--- src/rtl/keypad_pkg.sv ---
// rtl/keypad_pkg.sv - shared key codes, scanner state enum and row/column helpers
// Ports: none (package).
package keypad_pkg;

    localparam int KEY_W = 5;

    localparam logic [KEY_W-1:0] KEY_0    = 5'd0;
    localparam logic [KEY_W-1:0] KEY_1    = 5'd1;
    localparam logic [KEY_W-1:0] KEY_2    = 5'd2;
    localparam logic [KEY_W-1:0] KEY_3    = 5'd3;
    localparam logic [KEY_W-1:0] KEY_4    = 5'd4;
    localparam logic [KEY_W-1:0] KEY_5    = 5'd5;
    localparam logic [KEY_W-1:0] KEY_6    = 5'd6;
    localparam logic [KEY_W-1:0] KEY_7    = 5'd7;
    localparam logic [KEY_W-1:0] KEY_8    = 5'd8;
    localparam logic [KEY_W-1:0] KEY_9    = 5'd9;
    localparam logic [KEY_W-1:0] KEY_A    = 5'd10;
    localparam logic [KEY_W-1:0] KEY_B    = 5'd11;
    localparam logic [KEY_W-1:0] KEY_C    = 5'd12;
    localparam logic [KEY_W-1:0] KEY_D    = 5'd13;
    localparam logic [KEY_W-1:0] KEY_STAR = 5'd14;
    localparam logic [KEY_W-1:0] KEY_HASH = 5'd15;
    localparam logic [KEY_W-1:0] KEY_NONE = 5'd31;

    localparam logic [3:0] COL_RESET = 4'b1110;

    typedef enum logic [1:0] {
        ST_SCAN,
        ST_DEBOUNCE,
        ST_PRESSED,
        ST_RELEASE
    } state_t;

    // True when exactly one of the four active-low lines is asserted.
    function automatic logic is_single_low(input logic [3:0] v);
        return (v == 4'b1110) || (v == 4'b1101) || (v == 4'b1011) || (v == 4'b0111);
    endfunction

    // Index of the single low line; only meaningful when is_single_low(v).
    function automatic logic [1:0] low_index(input logic [3:0] v);
        logic [1:0] idx;
        case (v)
            4'b1101: idx = 2'd1;
            4'b1011: idx = 2'd2;
            4'b0111: idx = 2'd3;
            default: idx = 2'd0;
        endcase
        return idx;
    endfunction

    function automatic logic [3:0] rotl(input logic [3:0] v);
        return {v[2:0], v[3]};
    endfunction

endpackage

--- src/rtl/keypad_if.sv ---
// rtl/keypad_if.sv - keypad matrix lines and decoded key outputs
// Signals: row (4, active-low rows in), col (4, active-low column drive),
//          keypad_pressed (key held), key (5-bit code), key_strobe (new press pulse).
// Modports: master = scanner side, slave = keypad/consumer side.
interface keypad_if;

    logic [3:0] row;
    logic [3:0] col;
    logic       keypad_pressed;
    logic [4:0] key;
    logic       key_strobe;

    modport master (
        input  row,
        output col,
        output keypad_pressed,
        output key,
        output key_strobe
    );

    modport slave (
        output row,
        input  col,
        input  keypad_pressed,
        input  key,
        input  key_strobe
    );

endinterface

--- src/rtl/keypad_sync.sv ---
// rtl/keypad_sync.sv - parameterised-width 2-FF synchronizer with settable reset value
// Ports: clk, rst_n (async active-low), d (async input bus), q (synchronized bus).
module keypad_sync #(
    parameter int              WIDTH     = 4,
    parameter logic [WIDTH-1:0] RESET_VAL = '1
) (
    input  logic             clk,
    input  logic             rst_n,
    input  logic [WIDTH-1:0] d,
    output logic [WIDTH-1:0] q
);

    logic [WIDTH-1:0] meta;

    always_ff @(posedge clk or negedge rst_n) begin
        if (!rst_n) begin
            meta <= RESET_VAL;
            q    <= RESET_VAL;
        end else begin
            meta <= d;
            q    <= meta;
        end
    end

endmodule

--- src/rtl/keypad_scanner.sv ---
// rtl/keypad_scanner.sv - 4x4 matrix keypad scanner with debounced press/release
// Ports: clk, rst_n (async active-low), bus (keypad_if.master: row in, col,
//        keypad_pressed, key, key_strobe out).
// Params: SCAN_DIV = clk cycles per scan/debounce tick, DEB_SAMPLES = samples to accept.
module keypad_scanner
    import keypad_pkg::*;
#(
    parameter int SCAN_DIV    = 27000,
    parameter int DEB_SAMPLES = 20
) (
    input  logic     clk,
    input  logic     rst_n,
    keypad_if.master bus
);

    localparam int TICK_W = (SCAN_DIV > 1) ? $clog2(SCAN_DIV) : 1;
    localparam int SAMP_W = (DEB_SAMPLES > 1) ? $clog2(DEB_SAMPLES + 1) : 1;
    localparam logic [TICK_W-1:0] TICK_LAST = TICK_W'(SCAN_DIV - 1);
    localparam logic [SAMP_W-1:0] SAMP_DONE = SAMP_W'(DEB_SAMPLES);

    logic [3:0]        rows_s;
    logic [TICK_W-1:0] tick_cnt;
    logic              tick;

    state_t            state;
    logic [3:0]        col_r;
    logic [1:0]        cand_row;
    logic [1:0]        cand_col;
    logic [SAMP_W-1:0] samp_cnt;
    logic              pressed_r;
    logic [KEY_W-1:0]  key_r;
    logic              strobe_r;

    logic [SAMP_W-1:0] samp_next;
    logic              cand_only_low;
    logic              cand_high;

    // Row index in bits [3:2], column index in [1:0].
    function automatic logic [KEY_W-1:0] key_code(input logic [1:0] r, input logic [1:0] c);
        logic [KEY_W-1:0] code;
        case ({r, c})
            4'h0:    code = KEY_1;
            4'h1:    code = KEY_2;
            4'h2:    code = KEY_3;
            4'h3:    code = KEY_A;
            4'h4:    code = KEY_4;
            4'h5:    code = KEY_5;
            4'h6:    code = KEY_6;
            4'h7:    code = KEY_B;
            4'h8:    code = KEY_7;
            4'h9:    code = KEY_8;
            4'hA:    code = KEY_9;
            4'hB:    code = KEY_C;
            4'hC:    code = KEY_STAR;
            4'hD:    code = KEY_0;
            4'hE:    code = KEY_HASH;
            default: code = KEY_D;
        endcase
        return code;
    endfunction

    keypad_sync #(
        .WIDTH     (4),
        .RESET_VAL (4'b1111)
    ) u_row_sync (
        .clk   (clk),
        .rst_n (rst_n),
        .d     (bus.row),
        .q     (rows_s)
    );

    assign tick = (tick_cnt == TICK_LAST);

    always_ff @(posedge clk or negedge rst_n) begin
        if (!rst_n) begin
            tick_cnt <= '0;
        end else if (tick) begin
            tick_cnt <= '0;
        end else begin
            tick_cnt <= tick_cnt + 1'b1;
        end
    end

    assign samp_next     = samp_cnt + 1'b1;
    // Debounce requires the candidate row to be the only one low; during a
    // hold only the candidate row matters, other rows in the column are ignored.
    assign cand_only_low = (rows_s == ~(4'b0001 << cand_row));
    assign cand_high     = rows_s[cand_row];

    always_ff @(posedge clk or negedge rst_n) begin
        if (!rst_n) begin
            state     <= ST_SCAN;
            col_r     <= COL_RESET;
            cand_row  <= '0;
            cand_col  <= '0;
            samp_cnt  <= '0;
            pressed_r <= 1'b0;
            key_r     <= KEY_NONE;
            strobe_r  <= 1'b0;
        end else begin
            strobe_r <= 1'b0;
            if (tick) begin
                case (state)
                    ST_SCAN: begin
                        if (is_single_low(rows_s)) begin
                            // Column is held so the candidate key stays driven.
                            cand_row <= low_index(rows_s);
                            cand_col <= low_index(col_r);
                            if (DEB_SAMPLES <= 1) begin
                                state     <= ST_PRESSED;
                                pressed_r <= 1'b1;
                                key_r     <= key_code(low_index(rows_s), low_index(col_r));
                                strobe_r  <= 1'b1;
                                samp_cnt  <= '0;
                            end else begin
                                state    <= ST_DEBOUNCE;
                                samp_cnt <= SAMP_W'(1);
                            end
                        end else begin
                            // Idle or multi-key ghosting: keep scanning.
                            col_r <= rotl(col_r);
                        end
                    end

                    ST_DEBOUNCE: begin
                        if (cand_only_low) begin
                            if (samp_next == SAMP_DONE) begin
                                state     <= ST_PRESSED;
                                pressed_r <= 1'b1;
                                key_r     <= key_code(cand_row, cand_col);
                                strobe_r  <= 1'b1;
                                samp_cnt  <= '0;
                            end else begin
                                samp_cnt <= samp_next;
                            end
                        end else begin
                            state    <= ST_SCAN;
                            col_r    <= rotl(col_r);
                            samp_cnt <= '0;
                        end
                    end

                    ST_PRESSED: begin
                        if (cand_high) begin
                            if (DEB_SAMPLES <= 1) begin
                                state     <= ST_SCAN;
                                pressed_r <= 1'b0;
                                key_r     <= KEY_NONE;
                                col_r     <= rotl(col_r);
                                samp_cnt  <= '0;
                            end else begin
                                state    <= ST_RELEASE;
                                samp_cnt <= SAMP_W'(1);
                            end
                        end
                    end

                    ST_RELEASE: begin
                        if (cand_high) begin
                            if (samp_next == SAMP_DONE) begin
                                state     <= ST_SCAN;
                                pressed_r <= 1'b0;
                                key_r     <= KEY_NONE;
                                col_r     <= rotl(col_r);
                                samp_cnt  <= '0;
                            end else begin
                                samp_cnt <= samp_next;
                            end
                        end else begin
                            // Bounce back to held: same key, so no new strobe.
                            state    <= ST_PRESSED;
                            samp_cnt <= '0;
                        end
                    end

                    default: begin
                        state    <= ST_SCAN;
                        samp_cnt <= '0;
                    end
                endcase
            end
        end
    end

    assign bus.col            = col_r;
    assign bus.keypad_pressed = pressed_r;
    assign bus.key            = key_r;
    assign bus.key_strobe     = strobe_r;

endmodule

--- src/flat_wrapper.sv ---
// flat-port wrapper written by rule: the top's interface ports become plain ports
module keypad_scanner_flat import keypad_pkg::*;
#(
    parameter int SCAN_DIV    = 27000,
    parameter int DEB_SAMPLES = 20
)
  (clk, rst_n, bus_row, bus_col, bus_keypad_pressed, bus_key, bus_key_strobe);
  keypad_if bus_i ();
  input  logic clk;
  input  logic rst_n;
  input wire logic [$bits(bus_i.row)-1:0] bus_row;
  output wire logic [$bits(bus_i.col)-1:0] bus_col;
  output wire logic [$bits(bus_i.keypad_pressed)-1:0] bus_keypad_pressed;
  output wire logic [$bits(bus_i.key)-1:0] bus_key;
  output wire logic [$bits(bus_i.key_strobe)-1:0] bus_key_strobe;
  assign bus_i.row = bus_row;
  assign bus_col = bus_i.col;
  assign bus_keypad_pressed = bus_i.keypad_pressed;
  assign bus_key = bus_i.key;
  assign bus_key_strobe = bus_i.key_strobe;
  keypad_scanner #(.SCAN_DIV(SCAN_DIV), .DEB_SAMPLES(DEB_SAMPLES)) u_core (.clk(clk), .rst_n(rst_n), .bus(bus_i));
endmodule
--- config.mk ---
export PLATFORM = sky130hd
export DESIGN_NAME = keypad_scanner_flat
export DESIGN_NICKNAME = d
export VERILOG_FILES = /design/src/rtl/keypad_pkg.sv /design/src/rtl/keypad_if.sv /design/src/rtl/keypad_sync.sv /design/src/rtl/keypad_scanner.sv /design/src/flat_wrapper.sv
export SDC_FILE = /design/constraint.sdc
export NUM_CORES = 1
export LEC_CHECK = 0
export CORE_MARGIN = 1
export CORE_UTILIZATION = 42
export DETAILED_ROUTE_END_ITERATION = 16
export HOLD_SLACK_MARGIN = 0.02
export PLACE_DENSITY_LB_ADDON = 0.1
export SETUP_SLACK_MARGIN = 0.02
export SYNTH_ARGS = -nofsm -noshare
export SYNTH_HDL_FRONTEND = slang
export SYNTH_SLANG_ARGS = --single-unit
--- constraint.sdc ---
create_clock -name clk -period 2.75 [get_ports clk]
set_input_delay 0.825 -clock clk [delete_from_list [all_inputs] [get_ports clk]]
set_output_delay 0.825 -clock clk [all_outputs]
set_load 0.05 [all_outputs]
## Word level (Yosys, flattened, before mapping)

Memories as Yosys holds them, arrays and structs flattened.
Index checks and enable logic that the tools add are counted.

| storage, ports and cells | value |
|---|---|
| bits in registers | 45 |
| RAM bits | 0 |
| output and inout bits | 11 |
| memories kept | 1 |
| bits in read-only memories | 64 |
| bits in latches | 0 |

Memories:

| memory | depth | width | read ports | clocked after memory_dff | write ports | line | source |
|---|---|---|---|---|---|---|---|
| (name not given) | 16 | 4 | 1 | 0 | 0 | keypad_scanner.sv:41 | `case ({r, c})` |

| operators by class | value |
|---|---|
| order comparisons | 1 |
| div/mod/pow operators | 0 |
| eq/ne operators | 23 |
| reduce and logical (&&, ||, !) cells | 11 |
| bitwise gates (word level) | 1 |
| $add $sub $neg | 2 |
| shift operators | 1 |
| multiplexer cells | 37 |
| $mul | 0 |

Operators with widths:

| cell | number |
|---|---|
| two-way mux 5 bit | 9 |
| equality test 4 bit (second input constant) | 5 |
| case mux 5 bit (4 select lines) | 1 |
| two-way mux 4 bit | 4 |
| adder 15 x 1 -> 15 bit (second input constant) | 1 |
| equality test 15 bit (second input constant) | 1 |
| two-way mux 15 bit | 1 |
| two-way mux 2 bit | 6 |
| != test 2 x 1 -> 1 bit (second input constant) | 6 |
| case mux 2 bit (3 select lines) | 2 |
| case mux 4 bit (3 select lines) | 1 |
| AND reduction 6 bit | 2 |
| case mux 5 bit (2 select lines) | 1 |
| two-way mux 1 bit | 9 |
| equality test 4 x 3 -> 1 bit (second input constant) | 2 |
| case mux 2 bit (4 select lines) | 1 |
| != test 3 bit (second input constant) | 2 |
| AND reduction 3 bit | 2 |
| adder 5 x 1 -> 5 bit (second input constant) | 1 |
| equality test 5 bit (second input constant) | 1 |
| AND reduction 5 bit | 1 |
| equality test 2 bit (second input constant) | 2 |
| equality test 4 bit | 1 |
| != test 2 bit (second input constant) | 2 |
| other kinds (10) | 12 |

## Logic depth before layout (Yosys ltp)

Gate-level depths: netlist of the first run.

| depth | value |
|---|---|
| word-level depth | 6 |
| mapped depth | 6 |

## Modules after synthesis

A second synthesis of the first run with hierarchy kept.

| second synthesis, totals | value |
|---|---|
| cell total of the unflattened synthesis | 223 |
| area, all modules | 2,423.6 µm² |

Modules (own cells, without submodules):

| module | cells each | seq. area each (µm²) | area an instance (µm²) | instances |
|---|---|---|---|---|
| keypad_scanner | 215 | 935.9 | 2,213.4 | 1 |
| keypad_sync | 8 | 210.2 | 210.2 | 1 |

## Worst setup path before layout of the first run

OpenSTA, ideal clock, no wires.

| timing | value |
|---|---|
| path kind | flip-flop to flip-flop |
| start | register u_core.u_row_sync.q[0] |
| end | register u_core.col_r[0], in the netlist u_core.bus.col[0] |
| clock period less this slack | 1.946 ns |
| required time | 2.622 ns |
| slack | 0.804 ns |
| cell stages (with the launch flop) | 7 |
| arrival time | 1.819 ns |
| cells stage by stage | dfstp_2 -> buf_2 -> or3b_1 -> a211o_1 -> a21oi_4 -> a211o_4 -> mux2_1 |

| on the way | value |
|---|---|
| word-level cells in the longest chain between the ends | 6 |

RTL lines:

| element | line | source |
|---|---|---|
| start: declaration | keypad_sync.sv:10 | `output logic [WIDTH-1:0] q` |
| start signal: assignment | keypad_sync.sv:21 | `q <= meta;` |
| equality test 4 bit | keypad_pkg.sv:36 | `return (v == 4'b1110) \|\| (v == 4'b1101) \|\| (v == 4'b1011) \|\| (v == 4'b0111);` |
| logical OR 1 bit (3 in series) | keypad_pkg.sv:36 |  |
| != test 2 bit (no line) | -- |  |
| AND reduction 6 bit (no line) (*) | -- |  |
| end signal: assignment | keypad_scanner.sv:121 | `col_r <= rotl(col_r);` |
| end signal: assignment | keypad_scanner.sv:138 | `col_r <= rotl(col_r);` |
| end signal: assignment | keypad_scanner.sv:149 | `col_r <= rotl(col_r);` |
| end: declaration | keypad_scanner.sv:26 | `logic [3:0] col_r;` |

Mark *: on every way between the ends. The rest lies on a longest branch, timed or not. The select of a mux whose other input is x is not followed.
A chain may end at the register's enable or synchronous reset.

## Worst setup path in the final report of the first run

| timing | value |
|---|---|
| start | register u_core.col_r[3], in the netlist u_core.bus.col[3] |
| end | output bus_col[3] |

RTL lines:

| element | line | source |
|---|---|---|
| end: declaration | flat_wrapper.sv:12 | `output wire logic [$bits(bus_i.col)-1:0] bus_col;` |

No word-level cell between the ends.

==> impl_metrics.py, run 1 <==
metrics = {
    "logic_synthesis": {
        "synth_area_leaders": "dfrtp_1 30%, dfstp_2 17%, ha_1 3.6%",
        "synthCells": 226,
        "yosysSeqAreaShare_pct": 47.66,
        "synth.most_common_cell": "dfrtp_1",
        "yosys-top-cells-count": "29 x dfrtp_1, 20 x nand2_1, 16 x dfstp_2, 15 x nor2_1, 12 x inv_1",
        "synth_top_flop_cell": "dfrtp_1",
        "syn_nets": 239,
        "synth.distinct_cells": 59,
        "ys_warn_count": 0,
        "synth.top_cell.area_share_pct": 30.18,
        "avgSynthCellArea_sq_um": 10.64,
        "async_flop_share_pct": 100.0,
        "yosysTopAreaCell": "dfrtp_1",
        "syn_area_sq_um": 2405,
        "synth_seq_cells": 45,
        "synth_edf_count": 0,
    },
    "detailed_routing": {
        "via_per_inst": 5.340,
        "vias": 1682,
        "wl_per_cell_microns": 13.94,
        "routed_wl_microns": 4390,
        "dr.pass1.iters": 4,
        "ant_nets": 0,
        "initialDrtViolationCount": 66,
        "drc": 0,
    },
    "critical_path": {
        "path_cells": "clkdlybuf4s50_1",
        "cp_top_family": "buffers and inverters",
        "crit_path_max_fanout": 5,
        "critPathLaunchType": "register",
        "cp-end-kind": "output port",
        "critPathMaxStageDelay_ns": 0.82,
        "cp_data_arrival_time_ns": 1.69,
        "required_ns": 1.93,
        "crit_slowest_cell": "clkdlybuf4s50_1",
        "critPathKind": "register to output port",
        "path_buf_inv": 1,
    },
    "pwr": {
        "p_sw_w": 0.0002493,
        "pwr-share-seq_pct": 55.2,
        "pwr-share-comb_pct": 3.1,
        "power_frac_clock_pct": 41.7,
        "p_leak_nw": 1.101,
        "p_int_w": 0.0009846,
        "p_sw_share_pct": 20.21,
        "cellPowerDensity_nw_per_um2": 451.5,
        "ir_worst_vdd_uv": 216.3,
    },
    "clock_tree": {
        "cts_resized": 0,
        "cts-buffers-inserted": 5,
        "path_clk_slew_ns": 0.08,
        "post_cts_buffers": 0,
        "clockBufferDepth": 2,
        "clockRootBuffer": "clkbuf_8",
        "cts_hold_buf": 0,
        "htreeDepth": 2,
        "clk_latency_ns": 0.29,
        "clock-sinks": 45,
        "cts_tree": "built",
    },
    "final_layout": {
        "drive_above_1_share_pct": 16.05,
        "stdcell_count": 315,
        "synthToLayoutAreaGrowth_pct": 13.63,
        "nets": 255,
        "diodes": 0,
    },
    "sta": {
        "hold_viol_final": 0,
        "max_freq_ghz": 0.3980,
        "fin_skew_ns": 0.008883,
        "setup_tns_ns": 0,
        "min_period_ns": 2.513,
        "tightest_slew_ns": 0.5767,
        "hold_slack_ns": 0.3577,
        "rsz0062_at_grt": "false",
        "setup_violations": 0,
        "finalCritPeriodShare_pct": 91.37,
        "slew_headroom_pct": 61.39,
        "drv_slew": 0,
        "setup_slack_ns": 0.2373,
    },
    "floorplan": {
        "dieArea_sq_um": 6033,
        "io_pins": 17,
        "fp.dieW_microns": 77.67,
        "fp.dieH_microns": 77.67,
        "rows": 27,
        "start_util_pct": 43.67,
        "core_area_sq_um": 5507,
    },
    "grt": {
        "antenna_found_initial": 0,
        "grt_usage_pct": 16.50,
        "grt_max_degree": 46,
        "grt_pass1_vias": 1622,
        "grt_pass1_wl_microns": 7748,
        "grt.overflow.total": 0,
    },
    "placement": {
        "place_inst": 307,
        "dpl_worst_slack_ns": 0.5489,
        "portBuffers": 16,
        "gp_congestion": 0.7414,
        "hpwlAfterDp_microns": 3110,
    },
    "run_status": {
        "status": "finished, final reports clean",
    },
    "min_path": {
        "min-delay-path-class": "register to register",
    },
    "job": {
        "maxCapViolations": 0,
    },
}
## layer usage
layer	up-vias	wire, microns	GRT usage (%)
met5	-	0	0
met4	0	17	5.094
met3	2	99	3.529
met2	28	1997	26.02
met1	809	2275	22.65
li1	843	-	-
## power by group through the flow
| stage | logic, W | registers [W] | clock network (W) |
|---|---|---|---|
| finish | 0.0000377 | 0.000681 | 0.000515 |
| global route | 0.0000440 | 0.000683 | 0.000554 |
| CTS | 0.0000393 | 0.000681 | 0.000532 |
| detailed placement | 0.0000391 | 0.000693 | 0 |
| global placement | 0.0000385 | 0.000693 | 0 |
| floorplan | 0.0000246 | 0.000686 | 0 |
## state kept, by name (all words and copies together) (netlist names)
| register | count |
|---|---|
| u_core.tick_cnt | 15 |
| u_core.samp_cnt | 5 |
| u_core.state | 2 |
| u_core.u_row_sync.meta | 4 |
| u_core.bus.col | 4 |
| u_core.bus.keypad_pressed | 1 |
| u_core.cand_col | 2 |
| u_core.cand_row | 2 |
| u_core.bus.key | 5 |
| u_core.u_row_sync.q | 4 |
| u_core.bus.key_strobe | 1 |
## cell type report
class,count,area [sq um]
fillers,502,2774
multi-input cells,160,1165
flip-flops and latches,45,1146
repair buffers,18,170.2
well taps,72,90.09
clock buffers,7,86.33
inverters,12,45.04
clock inverters,1,30.03
## stage by stage
stage	utilization [%]	total power [W]	instance area [sq um]
6_report	49.63	0.001234	2733
3_3_place_gp	47.51	0.0007318	2616
2_1_floorplan	-	0.0007106	2405
4_1_cts	49.63	0.001252	2733
3_5_place_dp	47.51	0.0007325	2616
5_1_grt	49.63	0.001281	2733
## cell families after synthesis
logic type / share of synthesized area [%]
AO/OA/AOI/OAI: 14.88
flip-flops: 47.66
XOR/XNOR: 6.191
buffers and inverters: 3.902
adder cells (fa/ha/maj): 3.642
multiplexers: 4.526
AND/OR/NAND/NOR: 19.20
## worst paths after layout
check                      slack, ns                                to                                start  cells past startpoint
max in group asynchronous       1.76     u_core.bus.col[2]$_DFFE_PN1P_                                rst_n                      2
setup reg to reg                0.59     u_core.bus.col[0]$_DFFE_PN0P_     u_core.u_row_sync.q[1]$_DFF_PN1_                      5
hold / removal                  0.36  u_core.u_row_sync.q[0]$_DFF_PN1_  u_core.u_row_sync.meta[0]$_DFF_PN1_                      0
hold reg to reg                 0.36  u_core.u_row_sync.q[0]$_DFF_PN1_  u_core.u_row_sync.meta[0]$_DFF_PN1_                      0
setup / recovery                0.24                        bus_col[3]        u_core.bus.col[3]$_DFFE_PN1P_                      1
min in group asynchronous       0.60   u_core.bus.key_strobe$_DFF_PN0_                                rst_n                      2
## cell usage in the layout, fill, tap and decap left out, types with 3 or more instances in the layout
cell and count:
o21ai_0 4, a21oi_1 8, o21ai_1 10, xor2_1 10, o211ai_1 4, mux2i_1 3, mux2_1 4, nand4bb_1 4
a31oi_1 3, nor2_1 15, xnor2_1 7, dfrtp_1 29, nand3_1 8, a2bb2oi_1 3, inv_1 12, clkdlybuf4s50_1 15
clkbuf_8 6, nor3b_1 5, nand4_1 3, nand2_1 20, dfstp_2 16, ha_1 7
(Power assumes the default switching activity.)
==> run 2: changes to the inputs <==
==> constraint.sdc (replaced) <==
create_clock -name clk -period 2.75 [get_ports clk]
set_input_delay 0.55 -clock clk [delete_from_list [all_inputs] [get_ports clk]]
set_output_delay 0.55 -clock clk [all_outputs]
set_load 0.05 [all_outputs]
==> impl_metrics.py, run 2 (same netlist as run 1, synthesis figures left out) <==
metrics = {
    "run_status": {
        "status": "finished, final reports clean",
    },
    "pwr": {
        "p_leak_nw": 1.101,
        "power_frac_clock_pct": 41.4,
        "pwr-share-comb_pct": 3.1,
        "cellPowerDensity_nw_per_um2": 449.3,
        "ir_worst_vdd_uv": 265.3,
        "p_sw_w": 0.0002435,
        "pwr-share-seq_pct": 55.5,
        "p_sw_share_pct": 19.83,
        "p_int_w": 0.0009843,
    },
    "floorplan": {
        "fp.dieW_microns": 77.67,
        "core_area_sq_um": 5507,
        "io_pins": 17,
        "start_util_pct": 43.67,
        "rows": 27,
        "dieArea_sq_um": 6033,
        "fp.dieH_microns": 77.67,
    },
    "placement": {
        "gp_congestion": 0.8259,
        "postPlaceCellArea_sq_um": 2616,
        "portBuffers": 16,
        "hpwlAfterDp_microns": 3000,
    },
    "sta": {
        "slew_headroom_pct": 44.09,
        "setup_tns_ns": 0,
        "hold_viol_final": 0,
        "setup_violations": 0,
        "tightest_slew_ns": 0.8387,
        "fin_skew_ns": 0.004635,
        "rsz0062_at_grt": "false",
        "drv_slew": 0,
        "min_period_ns": 2.231,
        "max_freq_ghz": 0.4483,
        "finalCritPeriodShare_pct": 81.11,
    },
    "critical_path": {
        "crit_slowest_cell": "clkdlybuf4s50_1",
        "cp_data_arrival_time_ns": 1.68,
        "cp-end-kind": "output port",
        "crit_path_start": "u_core.bus.col[3]$_DFFE_PN1P_",
        "critPathKind": "register to output port",
        "r2r-start": "u_core.u_row_sync.q[1]$_DFF_PN1_",
        "cp_top_family": "buffers and inverters",
        "required_ns": 2.20,
        "path_buf_inv": 1,
        "critPathLaunchType": "register",
        "crit_path_max_fanout": 5,
        "critPathMaxStageDelay_ns": 0.81,
        "path_cells": "clkdlybuf4s50_1",
    },
    "final_layout": {
        "mostFrequentLayoutCell": "dfrtp_1",
        "largest-register": "u_core.tick_cnt",
        "drive_above_1_share_pct": 16.05,
        "synthToLayoutAreaGrowth_pct": 13.63,
        "largest_reg_flops": 15,
        "regArea_sq_um": 1146,
        "stdcell_area_sq_um": 2733,
        "multi_input_area_sq_um": 1165,
        "fillCellCount": 511,
        "nets": 255,
        "diodes": 0,
        "layout_common_cells": "29 x dfrtp_1, 20 x nand2_1, 16 x dfstp_2, 15 x nor2_1, 15 x clkdlybuf4s50_1",
    },
    "grt": {
        "grt_pass1_vias": 1609,
        "grt.overflow.total": 0,
        "antenna_found_initial": 0,
        "grt_usage_pct": 15.80,
        "grt_max_degree": 39,
        "grt_pass1_wl_microns": 7576,
    },
    "detailed_routing": {
        "drc": 0,
        "ant_nets": 0,
        "via_per_inst": 5.289,
        "vias": 1666,
        "initialDrtViolationCount": 75,
        "wl_per_cell_microns": 13.27,
        "routed_wl_microns": 4180,
        "dr.pass1.iters": 4,
    },
    "clock_tree": {
        "clockBufferDepth": 2,
        "cts_resized": 0,
        "path_clk_slew_ns": 0.08,
        "cts_tree": "built",
        "clockRootBuffer": "clkbuf_8",
        "cts-buffers-inserted": 5,
        "htreeDepth": 2,
        "clock-sinks": 45,
        "post_cts_buffers": 0,
        "cts_hold_buf": 0,
        "clk_latency_ns": 0.30,
    },
    "min_path": {
        "min-delay-path-class": "primary input to asynchronous set/reset pin",
    },
    "job": {
        "maxCapViolations": 0,
    },
}
-- run 2: power groups by stage --
stage,logic [W],registers (W),clock network [W]
after floorplan,0.0000246,0.000686,0
final,0.0000378,0.000682,0.000508
after CTS,0.0000392,0.000681,0.000528
after detailed placement,0.0000391,0.000694,0
after global placement,0.0000391,0.000693,0
after global routing,0.0000436,0.000683,0.000554
-- run 2: layer usage --
metal,global-route usage [%],wire [microns],vias to the layer above
met5,0,0,-
met4,5.660,60,0
met3,3.882,143,6
met2,23.45,1792,30
met1,22.28,2184,791
li1,-,-,839
-- run 2: metrics by stage --
stage / std cells / power, W / utilization [%] / setup slack, ns / hold WS (ns)
2_1_floorplan: 226 / 0.0007106 / - / 0.8037 / 0.2544
3_3_place_gp: 307 / 0.0007322 / 47.51 / 0.6290 / 0.3454
3_5_place_dp: 307 / 0.0007326 / 47.51 / 0.5944 / 0.3468
4_1_cts: 315 / 0.001249 / 49.63 / 0.4964 / 0.3590
5_1_grt: 315 / 0.001281 / 49.63 / 0.4567 / 0.3637
6_report: 315 / 0.001228 / 49.63 / 0.5194 / 0.3555
-- run 2: area by class of cell --
class,count,area share (%)
clock buffers,7,3.159
clock inverters,1,1.099
inverters,12,1.648
multi-input cells,160,42.63
flip-flops and latches,45,41.94
well taps,72,3.297
repair buffers,18,6.227
-- run 2: final timing paths --
| kind | endpoint | slack (ns) | cells after the start |
|---|---|---|---|
| min | u_core.bus.key_strobe$_DFF_PN0_ | 0.36 | 1 |
| max reg2reg | u_core.bus.col[0]$_DFFE_PN0P_ | 0.57 | 5 |
| max | bus_col[3] | 0.52 | 1 |
| max in group asynchronous | u_core.bus.col[3]$_DFFE_PN1P_ | 1.68 | 2 |
| min reg2reg | u_core.u_row_sync.q[1]$_DFF_PN1_ | 0.36 | 0 |
| min in group clk | u_core.u_row_sync.q[1]$_DFF_PN1_ | 0.36 | 0 |
==> run 3: changes to the inputs <==
==> constraint.sdc (replaced) <==
create_clock -name clk -period 1.8 [get_ports clk]
set_input_delay 0.36 -clock clk [delete_from_list [all_inputs] [get_ports clk]]
set_output_delay 0.36 -clock clk [all_outputs]
set_load 0.05 [all_outputs]
==> impl_metrics.py, run 3 (same netlist as run 1, synthesis figures left out) <==
metrics = {
    "grt": {
        "grt_pass1_vias": 1885,
        "grt_pass1_wl_microns": 8411,
        "antenna_found_initial": 0,
        "grt.overflow.total": 0,
        "grt_usage_pct": 17.65,
        "grt_max_degree": 46,
    },
    "floorplan": {
        "rows": 27,
        "dieArea_sq_um": 6033,
        "start_util_pct": 43.67,
        "io_pins": 17,
        "fp.dieH_microns": 77.67,
        "core_area_sq_um": 5507,
        "fp.dieW_microns": 77.67,
    },
    "clock_tree": {
        "cts-buffers-inserted": 5,
        "clk_latency_ns": 0.30,
        "clockBufferDepth": 2,
        "cts_hold_buf": 0,
        "clock-sinks": 45,
        "cts_tree": "built",
        "htreeDepth": 2,
        "path_clk_slew_ns": 0.08,
        "clockRootBuffer": "clkbuf_8",
    },
    "final_layout": {
        "nets": 307,
        "drive_above_1_share_pct": 41.02,
        "utilization_pct": 60.80,
        "largest-register": "u_core.tick_cnt",
        "mostFrequentLayoutCell": "buf_4",
        "diodes": 0,
        "largest_reg_flops": 15,
        "layout_common_cells": "55 x buf_4, 29 x dfrtp_1, 20 x nand2_1, 16 x dfstp_2, 13 x nor2_1",
        "synthToLayoutAreaGrowth_pct": 39.23,
    },
    "sta": {
        "drv_slew": 0,
        "hold_slack_ns": 0.02423,
        "max_freq_ghz": 0.5202,
        "min_period_ns": 1.922,
        "setup_violations": 17,
        "fin_skew_ns": 0.007534,
        "tightest_slew_ns": 0.4833,
        "slew_headroom_pct": 67.90,
        "setup_slack_ns": -0.1223,
        "finalCritPeriodShare_pct": 106.8,
        "rsz0062_at_grt": "true",
        "hold_viol_final": 0,
    },
    "detailed_routing": {
        "initialDrtViolationCount": 73,
        "wl_per_cell_microns": 13.35,
        "ant_nets": 0,
        "vias": 1867,
        "drc": 0,
        "dr.pass1.iters": 4,
        "via_per_inst": 5.087,
        "routed_wl_microns": 4901,
    },
    "job": {
        "maxCapViolations": 0,
    },
    "critical_path": {
        "cp-end-kind": "register",
        "crit_path_max_fanout": 8,
        "cp_data_arrival_time_ns": 2.11,
        "crit_slowest_cell": "dfstp_2",
        "critPathMaxStageDelay_ns": 0.60,
        "required_ns": 1.99,
        "cp_top_family": "compound AO/OA/AOI/OAI gates",
        "path_cells": "and3b_1 -> o2111ai_2 -> a21oi_4 -> a211o_4 -> mux2_4",
        "path_buf_inv": 0,
        "critPathLaunchType": "register",
        "critPathKind": "register to register",
    },
    "run_status": {
        "violations": "negative setup slack",
        "status": "complete, but fails checks",
    },
    "pwr": {
        "cellPowerDensity_nw_per_um2": 580.5,
        "ir_worst_vdd_uv": 617.7,
        "p_leak_nw": 1.440,
    },
    "placement": {
        "portBuffers": 16,
        "hpwlAfterDp_microns": 3411,
        "gp_congestion": 0.8474,
    },
    "min_path": {
        "min-delay-path-class": "primary input to asynchronous set/reset pin",
    },
}
## run 3: changes by cell type in the layout (fill, tap and decap cells not counted), moves of 3 or more
cell and delta:
buf_4 +53, nand4bb_1 -3, o21ai_2 +4, nand4bb_4 +3
buf_6 +3, clkdlybuf4s50_1 -11, buf_12 +6
## run 3: metrics by stage
step / setup slack (ns) / std cells / total power, W / area, sq um / setup TNS, ns
floorplan: -0.1372 / 226 / 0.001087 / 2415 / -0.5157
global placement: -0.1224 / 354 / 0.001145 / 3010 / -1.186
detailed placement: -0.1356 / 354 / 0.001146 / 3010 / -1.468
CTS: -0.1257 / 363 / 0.001962 / 3186 / -1.313
global route: -0.2192 / 367 / 0.002023 / 3348 / -2.986
finish: -0.1223 / 367 / 0.001943 / 3348 / -1.081
## run 3: repair_timing
item	CTS	global route
setup buffers	1	4
resized for setup	8	20
pin swaps	2	6
endpoints found under the setup margin	22	22
## run 3: worst register-to-register path: stages, from the launching register on
cell	delay (ns)
dfstp_2	0.60
and3b_1	0.21
o2111ai_2	0.23
a21oi_4	0.09
a211o_4	0.37
mux2_4	0.30
## run 3: report_power, final
group	switching, W	internal [W]
clock	0.000347	0.000451
combinational	0.0000519	0.0000563
sequential	0.00000873	0.00103
total	0.000408	0.00154
## run 3: area by class of cell
class,count,area (sq um)
inverter,12,45.04
timing repair buffer,70,620.6
clock buffer,6,82.58
clock inverter,2,37.54
multi-input combinational,160,1326
tap,72,90.09
sequential,45,1146
fill,474,2158
## run 3: worst paths after layout
| check | startpoint | endpoint | slack (ns) | depth (start not counted) |
|---|---|---|---|---|
| max | u_core.u_row_sync.q[3]$_DFF_PN1_ | u_core.bus.col[0]$_DFFE_PN0P_ | -0.12 | 5 |
| min | rst_n | u_core.state[1]$_DFFE_PN0P_ | 0.02 | 2 |
| max reg2reg | u_core.u_row_sync.q[3]$_DFF_PN1_ | u_core.bus.col[0]$_DFFE_PN0P_ | -0.12 | 5 |
| min reg2reg | u_core.u_row_sync.meta[3]$_DFF_PN1_ | u_core.u_row_sync.q[3]$_DFF_PN1_ | 0.36 | 0 |
| max in group asynchronous | rst_n | u_core.u_row_sync.meta[0]$_DFF_PN1_ | 1.50 | 2 |
| min in group clk | u_core.u_row_sync.meta[3]$_DFF_PN1_ | u_core.u_row_sync.q[3]$_DFF_PN1_ | 0.36 | 0 |
## run 3: routing by layer
layer  part of all wire (%)  vias up  routed length (microns)  track usage, %
li1                       -      950                        -               -
met1                     49      889                     2390           23.26
met4                    1.1        0                       56           6.604
met3                    2.7        5                      134           3.647
met2                     47       23                     2320           28.50
met5                      0        -                        0               0
